File: config.mk
export PLATFORM = sky130hd
export DESIGN_NAME = rpn_stack_engine
export DESIGN_NICKNAME = d
export VERILOG_FILES = /design/src/rtl/rpn_stack_engine.sv
export SDC_FILE = /design/constraint.sdc
export NUM_CORES = 1
export LEC_CHECK = 0
export CORE_MARGIN = 2
export CORE_UTILIZATION = 25
export CTS_CLUSTER_DIAMETER = 150
export DETAILED_ROUTE_END_ITERATION = 10
export HOLD_SLACK_MARGIN = 0.05
export PLACE_DENSITY = 0.52
export SETUP_SLACK_MARGIN = 0.5
export SYNTH_ARGS = -nofsm -noshare
export SYNTH_HDL_FRONTEND = slang
export SYNTH_SLANG_ARGS = --single-unit
File: constraint.sdc
create_clock -name CLOCK_50 -period 3.3 [get_ports CLOCK_50]
set_input_delay 0.495 -clock CLOCK_50 [delete_from_list [all_inputs] [get_ports CLOCK_50]]
set_output_delay 0.495 -clock CLOCK_50 [all_outputs]
set_load 0.05 [all_outputs]
File: src/rtl/rpn_stack_engine.sv
// Reverse-Polish stack engine: top-of-stack in a register, the rest in a single-port
// array, each command walks IDLE -> READ -> EXEC -> WRITE.
module rpn_stack_engine #(
    parameter int WIDTH = 8,
    parameter int DEPTH = 16
) (
    input  logic                       CLOCK_50,
    input  logic                       reset,
    input  logic                       cmd_valid,
    output logic                       cmd_ready,
    input  logic [2:0]                 cmd_op,
    input  logic [WIDTH-1:0]           cmd_data,
    input  logic                       clr_err,
    output logic                       done,
    output logic [WIDTH-1:0]           top,
    output logic [$clog2(DEPTH+1)-1:0] count,
    output logic                       empty,
    output logic                       full,
    output logic                       carry,
    output logic                       err,
    output logic [1:0]                 err_code
);
    localparam int CW = $clog2(DEPTH + 1);
    localparam int AW = (DEPTH > 2) ? $clog2(DEPTH - 1) : 1;
    localparam logic [CW-1:0] DEPTH_C = CW'(DEPTH);
    localparam logic [CW-1:0] ONE     = CW'(1);
    localparam logic [CW-1:0] TWO     = CW'(2);
    localparam logic [1:0] E_NONE  = 2'b00;
    localparam logic [1:0] E_UNDER = 2'b01;
    localparam logic [1:0] E_OVER  = 2'b10;

    typedef enum logic [1:0] {S_IDLE, S_READ, S_EXEC, S_WRITE} state_t;
    typedef enum logic [2:0] {
        OP_PUSH, OP_POP, OP_ADD, OP_SUB, OP_AND, OP_OR, OP_DUP, OP_SWAP
    } op_t;

    state_t           state_q, state_d;
    op_t              op_q;
    logic [WIDTH-1:0] data_q, nos_q, top_q;
    logic [CW-1:0]    count_q;
    logic             carry_q, err_q;
    logic [1:0]       err_code_q;

    // EXEC results, held so WRITE only has to commit them
    logic [WIDTH-1:0] res_top_q, res_top_d;
    logic [CW-1:0]    res_cnt_q, res_cnt_d;
    logic             res_c_q, res_c_d;
    logic             res_cupd_q, res_cupd_d;
    logic             res_wen_q, res_wen_d;
    logic [AW-1:0]    res_waddr_q, res_waddr_d;
    logic [1:0]       res_err_q, res_err_d;

    logic [WIDTH-1:0] mem [0:DEPTH-2];
    logic [CW-1:0]    cm1, cm2;
    logic [WIDTH:0]   sum, diff;

    assign cm1  = count_q - ONE;
    assign cm2  = count_q - TWO;
    assign sum  = {1'b0, nos_q} + {1'b0, top_q};
    assign diff = {1'b0, nos_q} - {1'b0, top_q};

    assign cmd_ready = (state_q == S_IDLE);
    assign done      = (state_q == S_WRITE);
    assign top       = top_q;
    assign count     = count_q;
    assign empty     = (count_q == '0);
    assign full      = (count_q == DEPTH_C);
    assign carry     = carry_q;
    assign err       = err_q;
    assign err_code  = err_code_q;

    always_comb begin
        state_d = state_q;
        unique case (state_q)
            S_IDLE:  if (cmd_valid) state_d = S_READ;
            S_READ:  state_d = S_EXEC;
            S_EXEC:  state_d = S_WRITE;
            S_WRITE: state_d = S_IDLE;
            default: state_d = S_IDLE;
        endcase
    end

    always_comb begin
        res_top_d   = top_q;
        res_cnt_d   = count_q;
        res_c_d     = carry_q;
        res_cupd_d  = 1'b0;
        res_wen_d   = 1'b0;
        res_waddr_d = cm1[AW-1:0];
        res_err_d   = E_NONE;
        unique case (op_q)
            OP_PUSH: begin
                if (full) res_err_d = E_OVER;
                else begin
                    res_wen_d = !empty;
                    res_top_d = data_q;
                    res_cnt_d = count_q + ONE;
                end
            end
            OP_POP: begin
                if (empty) res_err_d = E_UNDER;
                else begin
                    res_top_d = (count_q == ONE) ? '0 : nos_q;
                    res_cnt_d = cm1;
                end
            end
            OP_ADD, OP_SUB, OP_AND, OP_OR: begin
                if (count_q < TWO) res_err_d = E_UNDER;
                else begin
                    res_cnt_d = cm1;
                    if (op_q == OP_ADD) begin
                        {res_c_d, res_top_d} = sum;
                        res_cupd_d = 1'b1;
                    end else if (op_q == OP_SUB) begin
                        {res_c_d, res_top_d} = diff;
                        res_cupd_d = 1'b1;
                    end else if (op_q == OP_AND) begin
                        res_top_d = nos_q & top_q;
                    end else begin
                        res_top_d = nos_q | top_q;
                    end
                end
            end
            OP_DUP: begin
                if (empty) res_err_d = E_UNDER;
                else if (full) res_err_d = E_OVER;
                else begin
                    res_wen_d = 1'b1;
                    res_cnt_d = count_q + ONE;
                end
            end
            OP_SWAP: begin
                if (count_q < TWO) res_err_d = E_UNDER;
                else begin
                    res_wen_d   = 1'b1;
                    res_waddr_d = cm2[AW-1:0];
                    res_top_d   = nos_q;
                end
            end
            default: ;
        endcase
    end

    // Every array write stores the old top, so the write data is simply top_q
    always_ff @(posedge CLOCK_50) begin
        if (state_q == S_READ) nos_q <= mem[cm2[AW-1:0]];
        if (state_q == S_WRITE && res_wen_q && !reset) mem[res_waddr_q] <= top_q;
    end

    always_ff @(posedge CLOCK_50) begin
        if (reset) begin
            state_q     <= S_IDLE;
            op_q        <= OP_PUSH;
            data_q      <= '0;
            top_q       <= '0;
            count_q     <= '0;
            carry_q     <= 1'b0;
            err_q       <= 1'b0;
            err_code_q  <= E_NONE;
            res_top_q   <= '0;
            res_cnt_q   <= '0;
            res_c_q     <= 1'b0;
            res_cupd_q  <= 1'b0;
            res_wen_q   <= 1'b0;
            res_waddr_q <= '0;
            res_err_q   <= E_NONE;
        end else begin
            state_q <= state_d;
            if (state_q == S_IDLE && cmd_valid) begin
                op_q   <= op_t'(cmd_op);
                data_q <= cmd_data;
            end
            if (state_q == S_EXEC) begin
                res_top_q   <= res_top_d;
                res_cnt_q   <= res_cnt_d;
                res_c_q     <= res_c_d;
                res_cupd_q  <= res_cupd_d;
                res_wen_q   <= res_wen_d;
                res_waddr_q <= res_waddr_d;
                res_err_q   <= res_err_d;
            end
            if (clr_err) begin
                err_q      <= 1'b0;
                err_code_q <= E_NONE;
            end
            // A same-cycle clear counts as having happened first, so the new code lands
            if (state_q == S_WRITE) begin
                if (res_err_q != E_NONE) begin
                    err_q <= 1'b1;
                    if (!err_q || clr_err) err_code_q <= res_err_q;
                end else begin
                    top_q   <= res_top_q;
                    count_q <= res_cnt_q;
                    if (res_cupd_q) carry_q <= res_c_q;
                end
            end
        end
    end
endmodule

==> impl_metrics.csv, run 1 <==
group,metric,value,unit
outcome,status,"finished, final reports clean",
global_routing,grt_pass1_vias,6171,
critical_path,endpoint_kind,"output pin",
critical_path,critPathMaxStageDelay,0.90,ns
logic_synthesis,yosysUniqueCellTypes,65,
route,vias,6226,
logic_synthesis,synth_area_per_cell,11.4,um2
critical_path,crit_slowest_cell,"clkdlybuf4s50_1",
timing,rsz0062_at_grt,"no",
final_layout,area_growth_syn_to_layout,17.7,%
floorplanning,std_cell_rows,68,
timing,worst_slew_pin_slew,0.866,ns
critical_path,crit_fanout,35,
critical_path,critPathLaunch,"count[0]",
timing,fin_crit,2.64,ns
critical_path,crit_arrival,2.15,ns
final_layout,fin_nets,870,
logic_synthesis,synthCells,780,
timing,report.final.slew_viol_count,0,
timing,period_share,80.1,%
timing,timing.fmax,0.378,GHz
logic_synthesis,ys.warnings.count,0,
clocking,cts_max_path_buffers,2,
global_routing,grtUsageTotal,13.4,%
critical_path,r2r-start,"count[2]",
route,routed_wl,24200,um
global_routing,grt_pass1_wl,37300,um
final_layout,utilization,30.0,%
placement,dp_hpwl,16500,um
timing,setup_viol,0,
power_and_ir_drop,cellPowerDensity,593,nW/um2
power_and_ir_drop,p_leak,3.44,nW
final_layout,drive_gt1_share,13.0,%
clocking,tritoncts,"yes",
critical_path,required,2.80,ns
critical_path,path_cells,"buf_6, clkdlybuf4s50_1",
timing,hold_viol,0,
clocking,insertion_delay,0.44,ns
global_routing,grt_antenna_before_repair,1,
floorplanning,die_w,192,um
floorplanning,core_area,34700,um2
power_and_ir_drop,ir_drop,0.353,mV
clocking,root_buffer,"clkbuf_16",
logic_synthesis,synth_seq_cells,180,
logic_synthesis,syn-num-nets,832,
route,dr.pass1.iters,5,
route,postRouteAntennaNets,0,
route,viasPerCell,4.84,
clocking,htree_levels,4,
route,drcViolationCount,0,
placement,gp_congestion,0.827,
global_routing,grt_start_max_net_pins,51,
logic_synthesis,ys_seq_area_share,55.1,%
flow_run,maxCapViolCount,0,
clocking,cts_setup_buffers,0,
timing,finalClockSkew,0.0136,ns
route,drtIter0Drc,603,
logic_synthesis,ys.flop_type,"edfxtp_1",
floorplanning,ios,36,
final_layout,diodes,0,
clocking,numCtsBuffers,17,
floorplanning,initial_utilization,25.5,%
logic_synthesis,async_flop_share,0,%
logic_synthesis,synth_edf_count,128,
critical_path,crit_end,"count[0]",
floorplanning,die-area,37000,um2
critical_path,reg2reg_depth,10,
logic_synthesis,syn_area,8860,um2
final_layout,final_cell_mix,"128 x edfxtp_1, 86 x nand2_1, 75 x a21oi_1, 64 x nor2_1, 49 x dfxtp_1",
global_routing,overflow,0,
clocking,clock-sinks,180,
route,wl_per_cell,18.8,um
clocking,path_clk_slew,0.07,ns
floorplanning,die_h,192,um
critical_path,crit_type,"flip-flop to output pin",
timing,max-slew-margin-rel,42.3,%
critical_path,rr_endpoint,"res_cnt_q[3]",
placement,io_buffer_count,35,
final_layout,layout_commonest_cell,"edfxtp_1",
critical_path,cp-start-kind,"flip-flop",
timing,fin_setup_tns,0,ns
critical_path,r2r_slack,0.75,ns
clocking,hold_buffers,0,
hold_path,hp-class,"flip-flop to flip-flop",
timing,holdWs,0.455,ns
cell usage after synthesis (3+ instances only):
cell / n / area [um2]
buf_1: 3 / 11.3
o22ai_1: 5 / 31.3
xnor2_1: 7 / 61.3
or3_1: 4 / 25.0
buf_2: 11 / 55.1
nor4_1: 4 / 25.0
and2_1: 3 / 18.8
dfxtp_1: 52 / 1040
o31ai_1: 5 / 37.5
a21o_1: 4 / 30.0
xor2_1: 3 / 26.3
nor2_1: 64 / 240
o211ai_1: 9 / 67.6
clkbuf_1: 30 / 113
nor3_1: 13 / 65.1
a221oi_1: 10 / 87.6
inv_1: 37 / 139
o21bai_1: 3 / 22.5
ha_1: 35 / 438
nand2b_1: 9 / 56.3
o221ai_1: 3 / 26.3
a31oi_1: 5 / 31.3
a211oi_1: 26 / 195
a21oi_1: 75 / 375
nand3b_1: 4 / 30.0
nand2_1: 86 / 323
edfxtp_1: 128 / 3840
nor2b_1: 5 / 31.3
nand3_1: 11 / 55.1
mux2i_1: 21 / 210
or2_2: 3 / 18.8
mux4_2: 24 / 541
o21ai_0: 36 / 180
critical path, delay by kind of cell (launching register included):
| family | cells | cell delay (ns) |
|---|---|---|
| buffers and inverters | 2 | 1.32 |
| flip-flops | 1 | 0.38 |
worst min path at each step:
stage / startpoint / to / cells past startpoint
5_1_grt: res_cnt_q[2] / count[2] / 2
3_3_place_gp: res_cnt_q[0] / count[0] / 2
4_1_cts: res_cnt_q[0] / count[0] / 2
2_1_floorplan: res_cnt_q[1] / count[1] / 2
6_report: res_top_q[5] / top[5] / 2
3_5_place_dp: res_cnt_q[0] / count[0] / 2
power breakdown:
| group | internal, W | switching [W] | total, W |
|---|---|---|---|
| Combinational | 0.000475 | 0.000846 | 0.00132 |
| Sequential | 0.00256 | 0.000197 | 0.00276 |
| Clock | 0.00110 | 0.00100 | 0.00210 |
| Total | 0.00414 | 0.00205 | 0.00618 |
final cells by class:
cell class / count / area (um2)
well taps: 455 / 569
multi-input cells: 514 / 3620
flip-flops and latches: 180 / 4890
fillers: 3566 / 24300
repair buffers: 67 / 582
clock inverters: 14 / 188
inverters: 38 / 151
clock buffers: 18 / 429
kinds of logic (layout without fill, tap and decap cells):
logic type | count (synthesis) | after routing | share of synthesized area (%)
adders and majority gates | 37 | 37 | 5.39
AOI/OAI and AO/OA | 203 | 203 | 14.5
and+or+nand+nor | 218 | 218 | 11.3
muxes | 46 | 46 | 8.60
buffers and inverters | 86 | 137 | 4.07
xor gates and xnor gates | 10 | 10 | 0.988
DFF | 180 | 180 | 55.1
metal layers:
metal  share of wire (%)  global-route usage, %
met2                  47                   21.4
met5                   0                      0
met4                 1.8                   3.55
met3                 4.4                   2.42
met1                  47                   18.8
what timing repair did:
| item | 4_1_cts | 5_1_grt |
|---|---|---|
| resized for setup | 2 | 3 |
| setup endpoints to repair | 2 | 2 |
| pin swaps | 0 | 0 |
| cloned | 0 | 0 |
state kept, by name, summed over array words and instances (netlist names):
signal       cells
res_c_q          1
mem            120
res_err_q        2
res_top_q        8
nos_q            8
state_q          2
res_waddr_q      4
data_q           8
err              1
res_wen_q        1
carry            1
count            5
res_cupd_q       1
top              8
res_cnt_q        5
op_q             3
err_code         2
per-stage QoR:
step	instances	power (W)	setup slack (ns)	area [um2]
after floorplan	780	0.00369	0.526	8920
after global placement	1254	0.00412	0.765	9810
after detailed placement	1254	0.00412	0.696	9810
after CTS	1286	0.00622	0.530	10400
after global routing	1286	0.00647	0.515	10400
final	1286	0.00618	0.656	10400
Note: power is estimated with default switching activity, not from simulation.
==> run 2: changes to the inputs <==
==> constraint.sdc (replaced) <==
create_clock -name CLOCK_50 -period 2.4 [get_ports CLOCK_50]
set_input_delay 0.36 -clock CLOCK_50 [delete_from_list [all_inputs] [get_ports CLOCK_50]]
set_output_delay 0.36 -clock CLOCK_50 [all_outputs]
set_load 0.05 [all_outputs]
==> run 2 against run 1 <==
First-iteration DRC count rose by 8.0%. Largest cell class unchanged. Cell count up 6.1%. Via count increased by 7.7%. Clock skew decreased by 0.0053 ns. Sequential power increased by 36%. Critical path type is now flip-flop to flip-flop. Routed wire length increased by 9.9%. Critical endpoint is now res_c_q. Cell area grew 13%. Sequential cell count stayed put.
==> impl_metrics.csv, run 2 (synthesized netlist as in run 1, its figures left out) <==
group,metric,value,unit
timing,report.final.slew_viol_count,0,
placement,gp_congestion,0.914,
timing,worst_slew_pin_slew,0.737,ns
route,wl_per_cell,19.5,um
critical_path,cp_top_family,"compound AO/OA/AOI/OAI gates",
hold_path,hp-class,"input port to flip-flop",
critical_path,rr_endpoint,"res_c_q",
timing,period_share,91.1,%
global_routing,grt_antenna_before_repair,0,
floorplanning,die_w,192,um
global_routing,grtUsageTotal,14.2,%
critical_path,r2r_slack,0.21,ns
critical_path,endpoint_kind,"flip-flop",
timing,rsz0062_at_grt,"yes",
power_and_ir_drop,ir_drop,0.501,mV
final_layout,utilization,33.9,%
critical_path,crit_type,"flip-flop to flip-flop",
critical_path,r2r-start,"nos_q[0]",
route,dr.max_layer_used,"met4",
power_and_ir_drop,swShare,33.4,%
final_layout,largest_reg_flops,120,
power_and_ir_drop,combinationalPowerShare,26.9,%
clocking,path_clk_slew,0.07,ns
clocking,cts_max_path_buffers,2,
timing,finalClockSkew,0.00821,ns
final_layout,diodes,0,
timing,setup_viol,0,
hold_path,min-delay-start,"reset",
clocking,htree_levels,4,
global_routing,grt_pass1_wl,39400,um
power_and_ir_drop,power,0.00894,W
power_and_ir_drop,p_int,0.00595,W
critical_path,crit_fanout,3,
clocking,insertion_delay,0.43,ns
clocking,hold_buffers,0,
global_routing,grt_start_max_net_pins,51,
route,drcViolationCount,0,
final_layout,area_growth_syn_to_layout,32.8,%
outcome,status,"finished, final reports clean",
critical_path,reg2reg_depth,10,
route,vias,6708,
route,dr.pass1.iters,5,
critical_path,required,2.68,ns
placement,dp_hpwl,17300,um
flow_run,maxCapViolCount,0,
route,routed_wl,26600,um
power_and_ir_drop,cellPowerDensity,759,nW/um2
timing,max-slew-margin-rel,50.8,%
clocking,tritoncts,"yes",
timing,fin_crit,2.19,ns
power_and_ir_drop,p_leak,4.08,nW
clocking,numCtsBuffers,17,
power_and_ir_drop,power_frac_seq,42.0,%
hold_path,holdPathEnd,"res_top_q[4]",
floorplanning,core_area,34700,um2
floorplanning,ios,36,
final_layout,layout_commonest_cell,"edfxtp_1",
floorplanning,initial_utilization,25.5,%
timing,hold_viol,0,
clocking,clock-sinks,180,
critical_path,cp_num_buf_inv,1,
critical_path,path_cells,"inv_2, ha_4, fa_2, o21bai_1, a21oi_2, o21bai_1, a21oi_2, o21ai_0, nor4b_2, a2111oi_0",
final_layout,largest-register,"mem",
critical_path,critPathMaxStageDelay,0.41,ns
clocking,root_buffer,"clkbuf_16",
route,wl_met2,12900,um
hold_path,hold_path_depth,4,
power_and_ir_drop,p_clk_share,31.1,%
global_routing,grt_pass1_vias,6446,
global_routing,overflow,0,
final_layout,final_cell_mix,"128 x edfxtp_1, 98 x buf_4, 84 x nand2_1, 64 x a21oi_1, 59 x nor2_1",
power_and_ir_drop,power_switching,0.00299,W
placement,io_buffer_count,35,
floorplanning,std_cell_rows,68,
critical_path,crit_slowest_cell,"edfxtp_1",
final_layout,drive_gt1_share,32.3,%
final_layout,fin_nets,949,
critical_path,crit_arrival,2.47,ns
floorplanning,die-area,37000,um2
critical_path,cp-start-kind,"flip-flop",
route,met1_length,12100,um
timing,timing.fmax,0.457,GHz
route,met3_wirelength,1070,um
route,viasPerCell,4.92,
route,drtIter0Drc,651,
floorplanning,die_h,192,um
route,postRouteAntennaNets,0,
run 2: how the worst max path moves through the flow:
| stage | slack [ns] | depth (start not counted) | startpoint | to |
|---|---|---|---|---|
| after floorplan | -0.15 | 15 | count[1] | res_cnt_q[1] |
| after global placement | 0.15 | 9 | nos_q[0] | res_c_q |
| after detailed placement | 0.13 | 9 | nos_q[0] | res_c_q |
| after CTS | 0.27 | 9 | nos_q[0] | res_c_q |
| after global routing | 0.12 | 9 | top[3] | res_c_q |
| final | 0.21 | 10 | nos_q[0] | res_c_q |
run 2: power groups by stage:
stage / combinational, W / sequential (W) / clock (W)
after floorplan: 0.00137 / 0.00377 / 0
after detailed placement: 0.00198 / 0.00383 / 0
after global placement: 0.00198 / 0.00382 / 0
after global routing: 0.00260 / 0.00379 / 0.00295
after CTS: 0.00219 / 0.00375 / 0.00283
final: 0.00240 / 0.00376 / 0.00278
run 2: final cells by class:
cell class	count	area, um2
Clock inverter	13	144
Fill cell	3486	22900
Sequential cell	180	4910
Tap cell	455	569
Multi-Input combinational cell	514	4200
Inverter	38	161
Clock buffer	18	429
Timing Repair Buffer	146	1360
run 2: metal layers:
metal | vias to the layer above | GRT usage [%]
met2 | 185 | 23.1
met5 | - | 0
met4 | 0 | 5.23
li1 | 3126 | -
met3 | 32 | 1.78
met1 | 3365 | 19.5
run 2: through the flow:
| step | setup TNS (ns) | instance area [um2] | setup slack [ns] | hold slack (ns) | std cells |
|---|---|---|---|---|---|
| after detailed placement | 0 | 10200 | 0.129 | 0.438 | 1284 |
| final | 0 | 11800 | 0.213 | 0.425 | 1364 |
| after global placement | 0 | 10200 | 0.148 | 0.431 | 1284 |
| after floorplan | -0.442 | 9120 | -0.153 | 0.421 | 780 |
| after global routing | 0 | 11800 | 0.115 | 0.432 | 1364 |
| after CTS | 0 | 11200 | 0.270 | 0.420 | 1338 |
run 2: worst register-to-register path: cells and delay by family (launching register included):
kind,cells,cell delay [ns]
fa+ha+maj,2,0.52
simple gates,1,0.21
buf+inv,1,0.07
compound gates,6,0.84
flops,1,0.41
run 2: timing repair:
item,CTS,global route
resized for setup,91,64
gates cloned,1,4
pin swaps,20,28
setup endpoints to repair,48,37
buffers inserted,22,22
==> run 3: changes to the inputs <==
--- a/config.mk
+++ b/config.mk
@@ -9,6 +9,7 @@
 export CORE_UTILIZATION = 25
 export CTS_CLUSTER_DIAMETER = 150
 export DETAILED_ROUTE_END_ITERATION = 10
+export GPL_ROUTABILITY_DRIVEN = 0
 export HOLD_SLACK_MARGIN = 0.05
 export PLACE_DENSITY = 0.52
 export SETUP_SLACK_MARGIN = 0.5
==> run 3 against run 2 <==
Register-to-register slack about the same. Critical endpoint unchanged. Sequential cell count unchanged. Count of clock-buffer cells in the layout did not move. Die area did not move. Critical path depth down 1. Worst hold slack lost 0.0059 ns. Setup slack better by 0.0031 ns. Highest routed layer unchanged.
==> impl_metrics.csv, run 3 (synthesized netlist as in run 1, its figures left out) <==
group,metric,value,unit
critical_path,cp-start-kind,"flip-flop",
timing,period_share,91.0,%
clocking,hold_buffers,0,
final_layout,largest_reg_flops,120,
hold_path,hp-class,"input port to flip-flop",
clocking,tritoncts,"yes",
floorplanning,initial_utilization,25.5,%
global_routing,overflow,0,
clocking,path_clk_slew,0.08,ns
route,drcViolationCount,0,
power_and_ir_drop,power,0.00897,W
critical_path,crit_fanout,3,
global_routing,grt_pass1_wl,39100,um
power_and_ir_drop,p_clk_share,31.8,%
final_layout,utilization,34.1,%
floorplanning,die-area,37000,um2
placement,placed_cells,1288,
global_routing,grt_pass1_vias,6526,
route,wl_per_cell,18.7,um
floorplanning,ios,36,
final_layout,fin_nets,944,
route,dr.pass1.iters,5,
outcome,status,"finished, final reports clean",
timing,timing.fmax,0.458,GHz
timing,fin_setup_tns,0,ns
final_layout,final_cell_mix,"128 x edfxtp_1, 87 x buf_4, 84 x nand2_1, 62 x a21oi_1, 55 x nor2_1",
timing,finalClockSkew,0.0128,ns
clocking,insertion_delay,0.42,ns
final_layout,diodes,0,
route,postRouteAntennaNets,0,
clocking,clock-sinks,180,
global_routing,grtUsageTotal,14.1,%
final_layout,drive_gt1_share,33.4,%
placement,dp_hpwl,16900,um
power_and_ir_drop,p_leak,4.06,nW
critical_path,endpoint_kind,"flip-flop",
global_routing,grt_antenna_before_repair,0,
power_and_ir_drop,power_switching,0.00292,W
final_layout,layoutNonFillerInstCount,1359,
power_and_ir_drop,cellPowerDensity,757,nW/um2
power_and_ir_drop,swShare,32.5,%
timing,report.final.slew_viol_count,0,
route,routed_wl,25400,um
floorplanning,core_area,34700,um2
clocking,numCtsBuffers,17,
critical_path,crit_type,"flip-flop to flip-flop",
flow_run,maxCapViolCount,0,
power_and_ir_drop,p_int,0.00605,W
power_and_ir_drop,combinationalPowerShare,26.1,%
placement,io_buffer_count,35,
final_layout,multi_input_area,4250,um2
global_routing,grt_start_max_net_pins,51,
final_layout,final-seq-area,4920,um2
clocking,cts_max_path_buffers,2,
route,viasPerCell,4.96,
clocking,htree_levels,4,
route,vias,6744,
timing,hold_viol,0,
timing,fin_ws,0.216,ns
power_and_ir_drop,ir_drop,0.495,mV
power_and_ir_drop,power_frac_seq,42.1,%
route,drtIter0Drc,730,
timing,rsz0062_at_grt,"yes",
timing,setup_viol,0,
clocking,root_buffer,"clkbuf_16",
placement,place_worst_setup_slack,0.0406,ns
timing,fin_crit,2.18,ns
final_layout,largest-register,"mem",
final_layout,layout_commonest_cell,"edfxtp_1",
floorplanning,die_w,192,um
floorplanning,die_h,192,um
timing,max-slew-margin-rel,54.3,%
floorplanning,std_cell_rows,68,
timing,worst_slew_pin_slew,0.684,ns
final_layout,area_growth_syn_to_layout,33.7,%
final_layout,nFillCells,3452,
critical_path,crit_arrival,2.47,ns
critical_path,required,2.68,ns
-- run 3: changes by cell type in the layout (fill, tap and decap cells not counted), moves of 3 or more --
cell and change:
buf_16 +3, nor2_1 -4, nor3_1 -3, clkbuf_16 -3
nor3_2 +5, nor2_2 +3, buf_6 +4, buf_4 -11
o21ai_1 -3
-- run 3: worst paths after layout --
check	startpoint	endpoint	slack [ns]	cells after the start
worst max register to register	nos_q[0]	res_c_q	0.22	9
worst min-delay path	reset	res_top_q[4]	0.42	4
worst min register to register	res_top_q[3]	top[3]	0.45	2
worst max-delay path	nos_q[0]	res_c_q	0.22	9
-- run 3: cell type report --
class | instances | share of cell area, %
Tap cell | 455 | 4.80
Sequential cell | 180 | 41.5
Inverter | 38 | 1.36
Clock inverter | 13 | 1.39
Clock buffer | 18 | 3.62
Multi-Input combinational cell | 514 | 35.8
Timing Repair Buffer | 141 | 11.5
-- run 3: worst max-delay path, cell delays in order (launching register included) --
cell	delay, ns
edfxtp_1	0.43
ha_2	0.21
fa_2	0.35
a21o_1	0.19
a21oi_4	0.19
o31ai_4	0.10
a21oi_1	0.17
nor2_1	0.07
nor4b_2	0.26
a2111oi_1	0.07
-- run 3: power by group through the flow --
stage / Combinational, W / Sequential [W] / Clock (W)
2_1_floorplan: 0.00137 / 0.00377 / 0
3_3_place_gp: 0.00195 / 0.00384 / 0
3_5_place_dp: 0.00196 / 0.00384 / 0
4_1_cts: 0.00216 / 0.00377 / 0.00292
5_1_grt: 0.00254 / 0.00380 / 0.00304
6_report: 0.00234 / 0.00377 / 0.00286
-- run 3: repair_timing --
action / CTS / global route
setup endpoints to repair: 50 / 44
pin swaps: 27 / 30
cloned: 4 / 0
hold endpoints to repair: 0 / 0
resized for setup: 124 / 56
setup buffers: 30 / 6
-- run 3: stage by stage --
step | hold slack (ns) | cell area (um2)
finish | 0.419 | 11900
floorplan | 0.421 | 9120
CTS | 0.416 | 11500
detailed placement | 0.445 | 10200
global placement | 0.433 | 10200
global route | 0.431 | 11900
-- run 3: routing by layer --
metal | wire, um | track usage [%] | vias to the layer above | part of all wire [%]
met5 | 0 | 0 | - | 0
met2 | 12400 | 23.3 | 152 | 49
met1 | 11700 | 19.6 | 3438 | 46
met4 | 426 | 3.61 | 0 | 1.7
met3 | 805 | 1.84 | 34 | 3.2
li1 | - | - | 3120 | -
